File: config.mk
export PLATFORM = sky130hd
export DESIGN_NAME = ps2_keyboard_flat
export DESIGN_NICKNAME = d
export VERILOG_FILES = /design/src/rtl/ps2_keyboard_if.sv /design/src/rtl/ps2_keyboard.sv /design/src/flat_wrapper.sv
export SDC_FILE = /design/constraint.sdc
export NUM_CORES = 1
export LEC_CHECK = 0
export CAP_MARGIN = 20
export CORE_ASPECT_RATIO = 0.7
export CORE_UTILIZATION = 54
export DETAILED_ROUTE_END_ITERATION = 8
export HOLD_SLACK_MARGIN = 0.1
export PLACE_DENSITY_LB_ADDON = 0.2
export SYNTH_ARGS = -nofsm -noshare
export SYNTH_HDL_FRONTEND = slang
export SYNTH_SLANG_ARGS = --single-unit
export TNS_END_PERCENT = 5
File: constraint.sdc
create_clock -name clk -period 2.8 [get_ports clk]
set_input_delay 0.42 -clock clk [delete_from_list [all_inputs] [get_ports clk]]
set_output_delay 0.42 -clock clk [all_outputs]
set_load 0.01 [all_outputs]
File: src/rtl/ps2_keyboard_if.sv
// PS/2 keyboard pin and CPU read-port bundle.
// master drives the pins and read strobe; slave is the receiver.
interface ps2_keyboard_if;
    logic       ps2_clk;
    logic       ps2_data;
    logic       io_rdn;
    logic       ready;
    logic [7:0] key_data;
    logic       overflow;
    logic       frame_err;

    modport master (
        output ps2_clk, ps2_data, io_rdn,
        input  ready, key_data, overflow, frame_err
    );

    modport slave (
        input  ps2_clk, ps2_data, io_rdn,
        output ready, key_data, overflow, frame_err
    );
endinterface

File: src/rtl/ps2_keyboard.sv
// PS/2 keyboard receiver: synchronises the pins, checks framing and odd
// parity, and queues scan codes in a small FIFO popped by the CPU read.
module ps2_keyboard #(
    parameter int FIFO_AW = 3,
    parameter int TIMEOUT = 50000
) (
    input logic         clk,
    input logic         rst,
    ps2_keyboard_if.slave bus
);
    localparam int DEPTH = 1 << FIFO_AW;
    localparam int TW    = $clog2(TIMEOUT + 1);

    // [0],[1] synchroniser stages, [2] delayed synced clock
    logic [2:0]       clk_sync;
    logic [1:0]       dat_sync;
    logic             rdn_q;
    logic [3:0]       bit_cnt, bit_cnt_n;
    logic [9:0]       shreg, shreg_n;
    logic [TW-1:0]    tcnt, tcnt_n;
    logic [FIFO_AW:0] wr_ptr, rd_ptr;
    logic [7:0]       mem [DEPTH];
    logic             overflow_r, frame_err_r;

    logic        fe, done, good, timeout;
    logic        empty, full, pop, push, drop;
    logic [10:0] frame;

    assign fe    = clk_sync[2] & ~clk_sync[1];
    assign frame = {dat_sync[1], shreg};
    assign done  = fe && (bit_cnt == 4'd10);
    assign good  = ~frame[0] & frame[10] & (^frame[9:1]);

    assign timeout = !fe && (bit_cnt != 4'd0) &&
                     (tcnt == TW'(TIMEOUT - 1));

    assign empty = (wr_ptr == rd_ptr);
    assign full  = (wr_ptr[FIFO_AW] != rd_ptr[FIFO_AW]) &&
                   (wr_ptr[FIFO_AW-1:0] == rd_ptr[FIFO_AW-1:0]);
    assign pop   = ~rdn_q & bus.io_rdn & ~empty;

    // a pop in the same cycle frees the slot for a full-FIFO push
    assign push  = done & good & (~full | pop);
    assign drop  = done & good & full & ~pop;

    always_comb begin
        shreg_n   = shreg;
        bit_cnt_n = bit_cnt;
        tcnt_n    = tcnt + TW'(1);
        if (fe) begin
            shreg_n   = frame[10:1];
            bit_cnt_n = done ? 4'd0 : bit_cnt + 4'd1;
            tcnt_n    = '0;
        end else if (bit_cnt == 4'd0) begin
            tcnt_n = '0;
        end else if (timeout) begin
            bit_cnt_n = 4'd0;
            tcnt_n    = '0;
        end
    end

    always_ff @(posedge clk) begin
        if (rst) begin
            clk_sync    <= 3'b111;
            dat_sync    <= 2'b11;
            rdn_q       <= 1'b1;
            bit_cnt     <= 4'd0;
            shreg       <= '0;
            tcnt        <= '0;
            wr_ptr      <= '0;
            rd_ptr      <= '0;
            overflow_r  <= 1'b0;
            frame_err_r <= 1'b0;
        end else begin
            clk_sync    <= {clk_sync[1:0], bus.ps2_clk};
            dat_sync    <= {dat_sync[0], bus.ps2_data};
            rdn_q       <= bus.io_rdn;
            bit_cnt     <= bit_cnt_n;
            shreg       <= shreg_n;
            tcnt        <= tcnt_n;
            frame_err_r <= (done & ~good) | timeout;
            if (push)
                wr_ptr <= wr_ptr + 1'b1;
            if (pop)
                rd_ptr <= rd_ptr + 1'b1;
            if (pop)
                overflow_r <= 1'b0;
            else if (drop)
                overflow_r <= 1'b1;
        end
    end

    always_ff @(posedge clk) begin
        if (!rst && push)
            mem[wr_ptr[FIFO_AW-1:0]] <= frame[8:1];
    end

    assign bus.ready     = ~empty;
    assign bus.key_data  = empty ? 8'h00 : mem[rd_ptr[FIFO_AW-1:0]];
    assign bus.overflow  = overflow_r;
    assign bus.frame_err = frame_err_r;
endmodule
File: src/flat_wrapper.sv
// flat-port wrapper written by rule: the top's interface ports become plain ports
module ps2_keyboard_flat 
#(
    parameter int FIFO_AW = 3,
    parameter int TIMEOUT = 50000
)
  (clk, rst, bus_ps2_clk, bus_ps2_data, bus_io_rdn, bus_ready, bus_key_data, bus_overflow, bus_frame_err);
  ps2_keyboard_if bus_i ();
  input logic clk;
  input logic rst;
  input wire logic [$bits(bus_i.ps2_clk)-1:0] bus_ps2_clk;
  input wire logic [$bits(bus_i.ps2_data)-1:0] bus_ps2_data;
  input wire logic [$bits(bus_i.io_rdn)-1:0] bus_io_rdn;
  output wire logic [$bits(bus_i.ready)-1:0] bus_ready;
  output wire logic [$bits(bus_i.key_data)-1:0] bus_key_data;
  output wire logic [$bits(bus_i.overflow)-1:0] bus_overflow;
  output wire logic [$bits(bus_i.frame_err)-1:0] bus_frame_err;
  assign bus_i.ps2_clk = bus_ps2_clk;
  assign bus_i.ps2_data = bus_ps2_data;
  assign bus_i.io_rdn = bus_io_rdn;
  assign bus_ready = bus_i.ready;
  assign bus_key_data = bus_i.key_data;
  assign bus_overflow = bus_i.overflow;
  assign bus_frame_err = bus_i.frame_err;
  ps2_keyboard #(.FIFO_AW(FIFO_AW), .TIMEOUT(TIMEOUT)) u_core (.clk(clk), .rst(rst), .bus(bus_i));
endmodule
[After elaboration in Yosys (flattened, before gate mapping)]
Memory sizes are Yosys's and may differ from the RTL's. A register that Yosys moved wholly into a read port is not among the register bits.
Index checks and enable logic that the tools add are counted.
Word-level totals
  bits in registers: 46
  bits in latches: 0
  memory bits (writable): 64
  bits in read-only memories: 0
  bits of input ports: 5
  output and inout bits: 11
  memories: 1
Cells by class
  add/subtract/negate cells: 4
  multiply operators: 0
  divide/modulo/power cells: 0
  order comparisons: 0
  equality and inequality tests: 6
  shifts and indexed selects: 0
  multiplexer cells: 9
  bitwise operators: 19
  reductions and logical operators: 14
Memory list
  u_core.mem: words 8, bits a word 8, rd ports 1, clocked after Yosys merged registers in 1, wr ports 1, RTL line ps2_keyboard.sv:22  | logic [7:0] mem [DEPTH];
Operators by type and width (count)
  $add 16x1->16 const B: 1
  $eq 16x16->1 const B: 1
  $mux 4: 4
  $add 4x1->4 const B: 3
  $and 1x1->1: 10
  $reduce_xor 9->1: 1
  $mux 8: 1
  $not 1->1: 7
  $mux 3: 2
  $logic_and 1x1->1: 5
  $eq 4x4->1: 1
  $eq 4x4->1 const B: 1
  $logic_not 4->1: 1
  $reduce_bool 4->1: 1
  $reduce_or 4->1: 1
  $eq 3x3->1: 1
  $logic_not 1->1: 2
  $mux 1: 2
  $ne 2x1->1 const B: 1
  $or 1x1->1: 2
  $reduce_and 2->1: 1
  $reduce_bool 2->1: 1
  $reduce_or 2->1: 1
  $ne 1x1->1: 1

[Longest topological paths before layout]
  depth after elaboration: 8
  gate-level depth with buffers: 8

[Worst setup path after synthesis]
OpenSTA, ideal clock, no wires.
  kind: flip-flop to flip-flop
  start: register u_core.shreg[7]
  end: memory u_core.mem[1][0] (enable)
  setup time: 0.398 ns
  data arrival time: 2.464 ns
  path slack: -0.062 ns
  stages on the path, launching flop included: 6
  path through: dfxtp_1 > xnor2_1 > xnor3_2 > xnor2_2 > nand3_2 > nor4b_1
Between the ends
  word-level cells in the longest chain between the ends: 7
RTL lines
  start: declaration: RTL line ps2_keyboard.sv:19  | logic [9:0] shreg, shreg_n;
  start signal: assignment: RTL line ps2_keyboard.sv:79  | shreg <= shreg_n;
  $reduce_xor 9->1: RTL line ps2_keyboard.sv:32  | assign good = ~frame[0] & frame[10] & (^frame[9:1]);
  $and 1x1->1: RTL line ps2_keyboard.sv:32
  $and 1x1->1 (2 in series): RTL line ps2_keyboard.sv:43  | assign push = done & good & (~full | pop);
  $logic_and 1x1->1: RTL line ps2_keyboard.sv:94  | if (!rst && push)
  $mux 1: RTL line ps2_keyboard.sv:94
  $mux 1 (implied by the code): RTL line ps2_keyboard.sv:95  | mem[wr_ptr[FIFO_AW-1:0]] <= frame[8:1];
  end: declaration: RTL line ps2_keyboard.sv:22
Every way passes these cells.

==> out/qor.csv <==
stage;metric;value;unit
worst_setup_path;worst-path-buf-inv;2;
logic_synthesis;synth_area_leaders;edfxtp_1 (42%), dfxtp_1 (21%), mux4_2 (7.8%), nor2_1 (3.1%), xor2_1 (2.7%);
cts;cts_max_level;4;
timing;slew_violations;0;
worst_setup_path;crit_path_start_kind;register;
logic_synthesis;synth-seq-area-share;62.8;%
timing;rsz0062_at_grt;no;
timing;fmax;378;MHz
timing;final-setup-viol-count;0;
detailed_routing;drc;0;
pwr;p_sw;750;uW
global_routing;grtUsageTotal;24.3;%
job;cap_violations;0;
die;core;8070;um^2
pwr;peakVddDrop;0.453;mV
logic_synthesis;avgSynthCellArea;13.3;um^2
cts;clock-root-buffer;clkbuf_16;
timing;max_slew.worst_pin.slew;0.640;ns
pwr;power;3950;uW
timing;timing.hold.ws;0.412;ns
detailed_routing;drt_first_pass_iters;5;
logic_synthesis;synthArstFlopShare;0;%
layout;area_growth_syn_to_layout;22.3;%
placed_design;gp_congestion;0.834;
cts;worstSkewPairLatency;0.41;ns
cts;cts-buffers-inserted;17;
worst_setup_path;worstPathCellList;buf_4 -> mux4_2 -> mux2i_1 -> nor2_1 -> clkdlybuf4s50_1;
pwr;switching_share;19.0;%
worst_setup_path;critPathKind;register to primary output;
cts;cts_tree;built;
detailed_routing;antenna_left;0;
worst_setup_path;cp.arrival;2.23;ns
pwr;power.density;699;nW/um^2
timing;hold_viol;0;
cts;clk_pin_slew_worst_paths;0.05;ns
logic_synthesis;syn_nets;358;
logic_synthesis;synthFlopType;edfxtp_1;
placed_design;portBuffers;15;
pwr;p_int;3200;uW
hold_path;hold_path_class;register to register;
layout;num-nets-final;401;
logic_synthesis;synth-edff-count;64;
logic_synthesis;synth_area_leader_cell;edfxtp_1;
die;die_w;113;um
layout;fin_util;70.0;%
placed_design;dpl.cell_count;472;
timing;min_period_over_period;94.5;%
run_status;status;finished, final reports clean;
logic_synthesis;syn-cell-area;4620;um^2
logic_synthesis;synth-seq-cells;113;
worst_setup_path;endpoint_kind;primary output;
logic_synthesis;synth_common_cells;edfxtp_1 (64), dfxtp_1 (49), nor2_1 (38);
layout;instances_no_fill;504;
die;dieArea;8940;um^2
detailed_routing;first_iter_violations;278;
logic_synthesis;yosysWarnings;0;
die;io_pins;16;
detailed_routing;via_per_inst;5.73;
logic_synthesis;synth_cell_types;42;
cts;cts_hold_buffers;0;
timing;relSlewSlack;56.8;%
global_routing;antenna_found_initial;0;
worst_setup_path;cp.required;2.38;ns
detailed_routing;avgRoutedWirePerCell;19.1;um
global_routing;grt_pass1_wl;15300;um
pwr;p_comb_share;1.2;%
cts;clk_path_buf_depth;2;
pwr;p_seq_share;44.3;%
layout;drive_above_1_share;21.8;%
die;dieHeight;79.4;um
timing;fin_worst_skew;0.00846;ns
worst_setup_path;crit_path_max_fanout;10;
timing;fin_setup_tns;0;ns
pwr;clkPwrFrac;54.5;%
timing;period_needed;2.65;ns
worst_setup_path;critical-path-top-delay-family;buffers and inverters;
logic_synthesis;syn-instance-count;347;
placed_design;hpwl;6170;um
detailed_routing;num_vias;2887;
cts;cts_sinks;113;
pwr;leakagePower;0.00192;uW
global_routing;grt_max_degree;25;
detailed_routing;wirelength;9640;um
global_routing;first_global_vias;2837;
logic_synthesis;yosysTopAreaCellShare;41.6;%
worst_setup_path;cpPeakStageDelay;0.52;ns
global_routing;grt-ovfl-total;0;
logic_synthesis;yosysMostFrequentCell;edfxtp_1;
layout;insertedDiodeCount;0;
die;start_util;57.2;%
die;rows;27;
worst_setup_path;slowest_stage;dfxtp_1;
power by group through the flow:
| stage | registers [uW] | logic, uW | clock network (uW) |
|---|---|---|---|
| 2_1_floorplan | 1780 | 32.1 | 0 |
| 3_3_place_gp | 1780 | 46.4 | 0 |
| 3_5_place_dp | 1780 | 47.5 | 0 |
| 4_1_cts | 1750 | 47.7 | 2180 |
| 5_1_grt | 1750 | 52.2 | 2250 |
| 6_report | 1750 | 47.4 | 2150 |
cell families after synthesis:
group / share of synthesized area (%)
and+or+nand+nor: 13.3
DFF: 62.8
xor gates and xnor gates: 6.55
AOI/OAI and AO/OA: 3.68
muxes: 10.2
buffers and inverters: 1.76
adders and majority gates: 1.62
stage by stage:
stage	setup WS [ns]	instance area, um^2
floorplan	-0.0411	4630
global placement	0.539	5050
detailed placement	0.502	5050
CTS	0.0584	5650
global route	0.0425	5650
finish	0.154	5650
registers in the layout, indices dropped and copies added, names as in the netlist, 2 cells and up, named ones only:
signal           cells
u_core.dat_sync      2
u_core.mem          64
u_core.clk_sync      3
u_core.rd_ptr        4
u_core.bit_cnt       4
u_core.wr_ptr        4
u_core.shreg        10
u_core.tcnt         16
worst register-to-register path: stages (launching register included):
cell and delay, ns:
dfxtp_1 0.41, inv_1 0.10, ha_1 0.20, or3b_1 0.18, nor4b_1 0.54, a211oi_2 0.21
nand2_1 0.44, nor2_1 0.12
cell type report:
class,count,area [um^2]
clock inverters,8,97.6
repair buffers,39,330
flip-flops and latches,113,2910
multi-input cells,214,1670
well taps,101,126
fillers,568,2420
clock buffers,24,504
inverters,5,18.8
per-layer routing:
metal	share of wire, %	vias to the layer above	GRT usage [%]
met3	7.0	11	6.83
met4	1.3	0	10.0
met1	46	1432	33.0
met5	0	-	0
met2	46	88	37.0
li1	-	1356	-
final timing paths:
path	end	slack, ns	startpoint	cells past startpoint
min reg2reg	u_core.clk_sync[1]$_SDFF_PP1_	0.41	u_core.clk_sync[0]$_SDFF_PP1_	1
max	bus_key_data[0]	0.15	register	5
max reg2reg	u_core.tcnt[5]$_SDFF_PP0_	0.46	u_core.bit_cnt[0]$_SDFFE_PP0P_	7
min	u_core.clk_sync[1]$_SDFF_PP1_	0.41	u_core.clk_sync[0]$_SDFF_PP1_	1
placed cells by master, fill, tap and decap left out, drive strengths merged, types with 4 or more instances in the layout:
master	instances
nand2	30
buf	24
nor4	5
nor4b	4
nor2b	4
xnor2	14
nor2	38
nand2b	5
xor2	14
clkbuf	24
mux2i	10
o21ai	4
nand3	12
nand4	4
mux4	16
inv	7
or2	7
dfxtp	49
edfxtp	64
nor3	5
a21oi	16
ha	6
clkdlybuf4s50	15
repair_timing:
action | in CTS | in global routing
gates resized for setup | 0 | 2
setup endpoints to repair | 0 | 9
setup buffers | 0 | 0
Note: power is estimated with default switching activity, not from simulation.
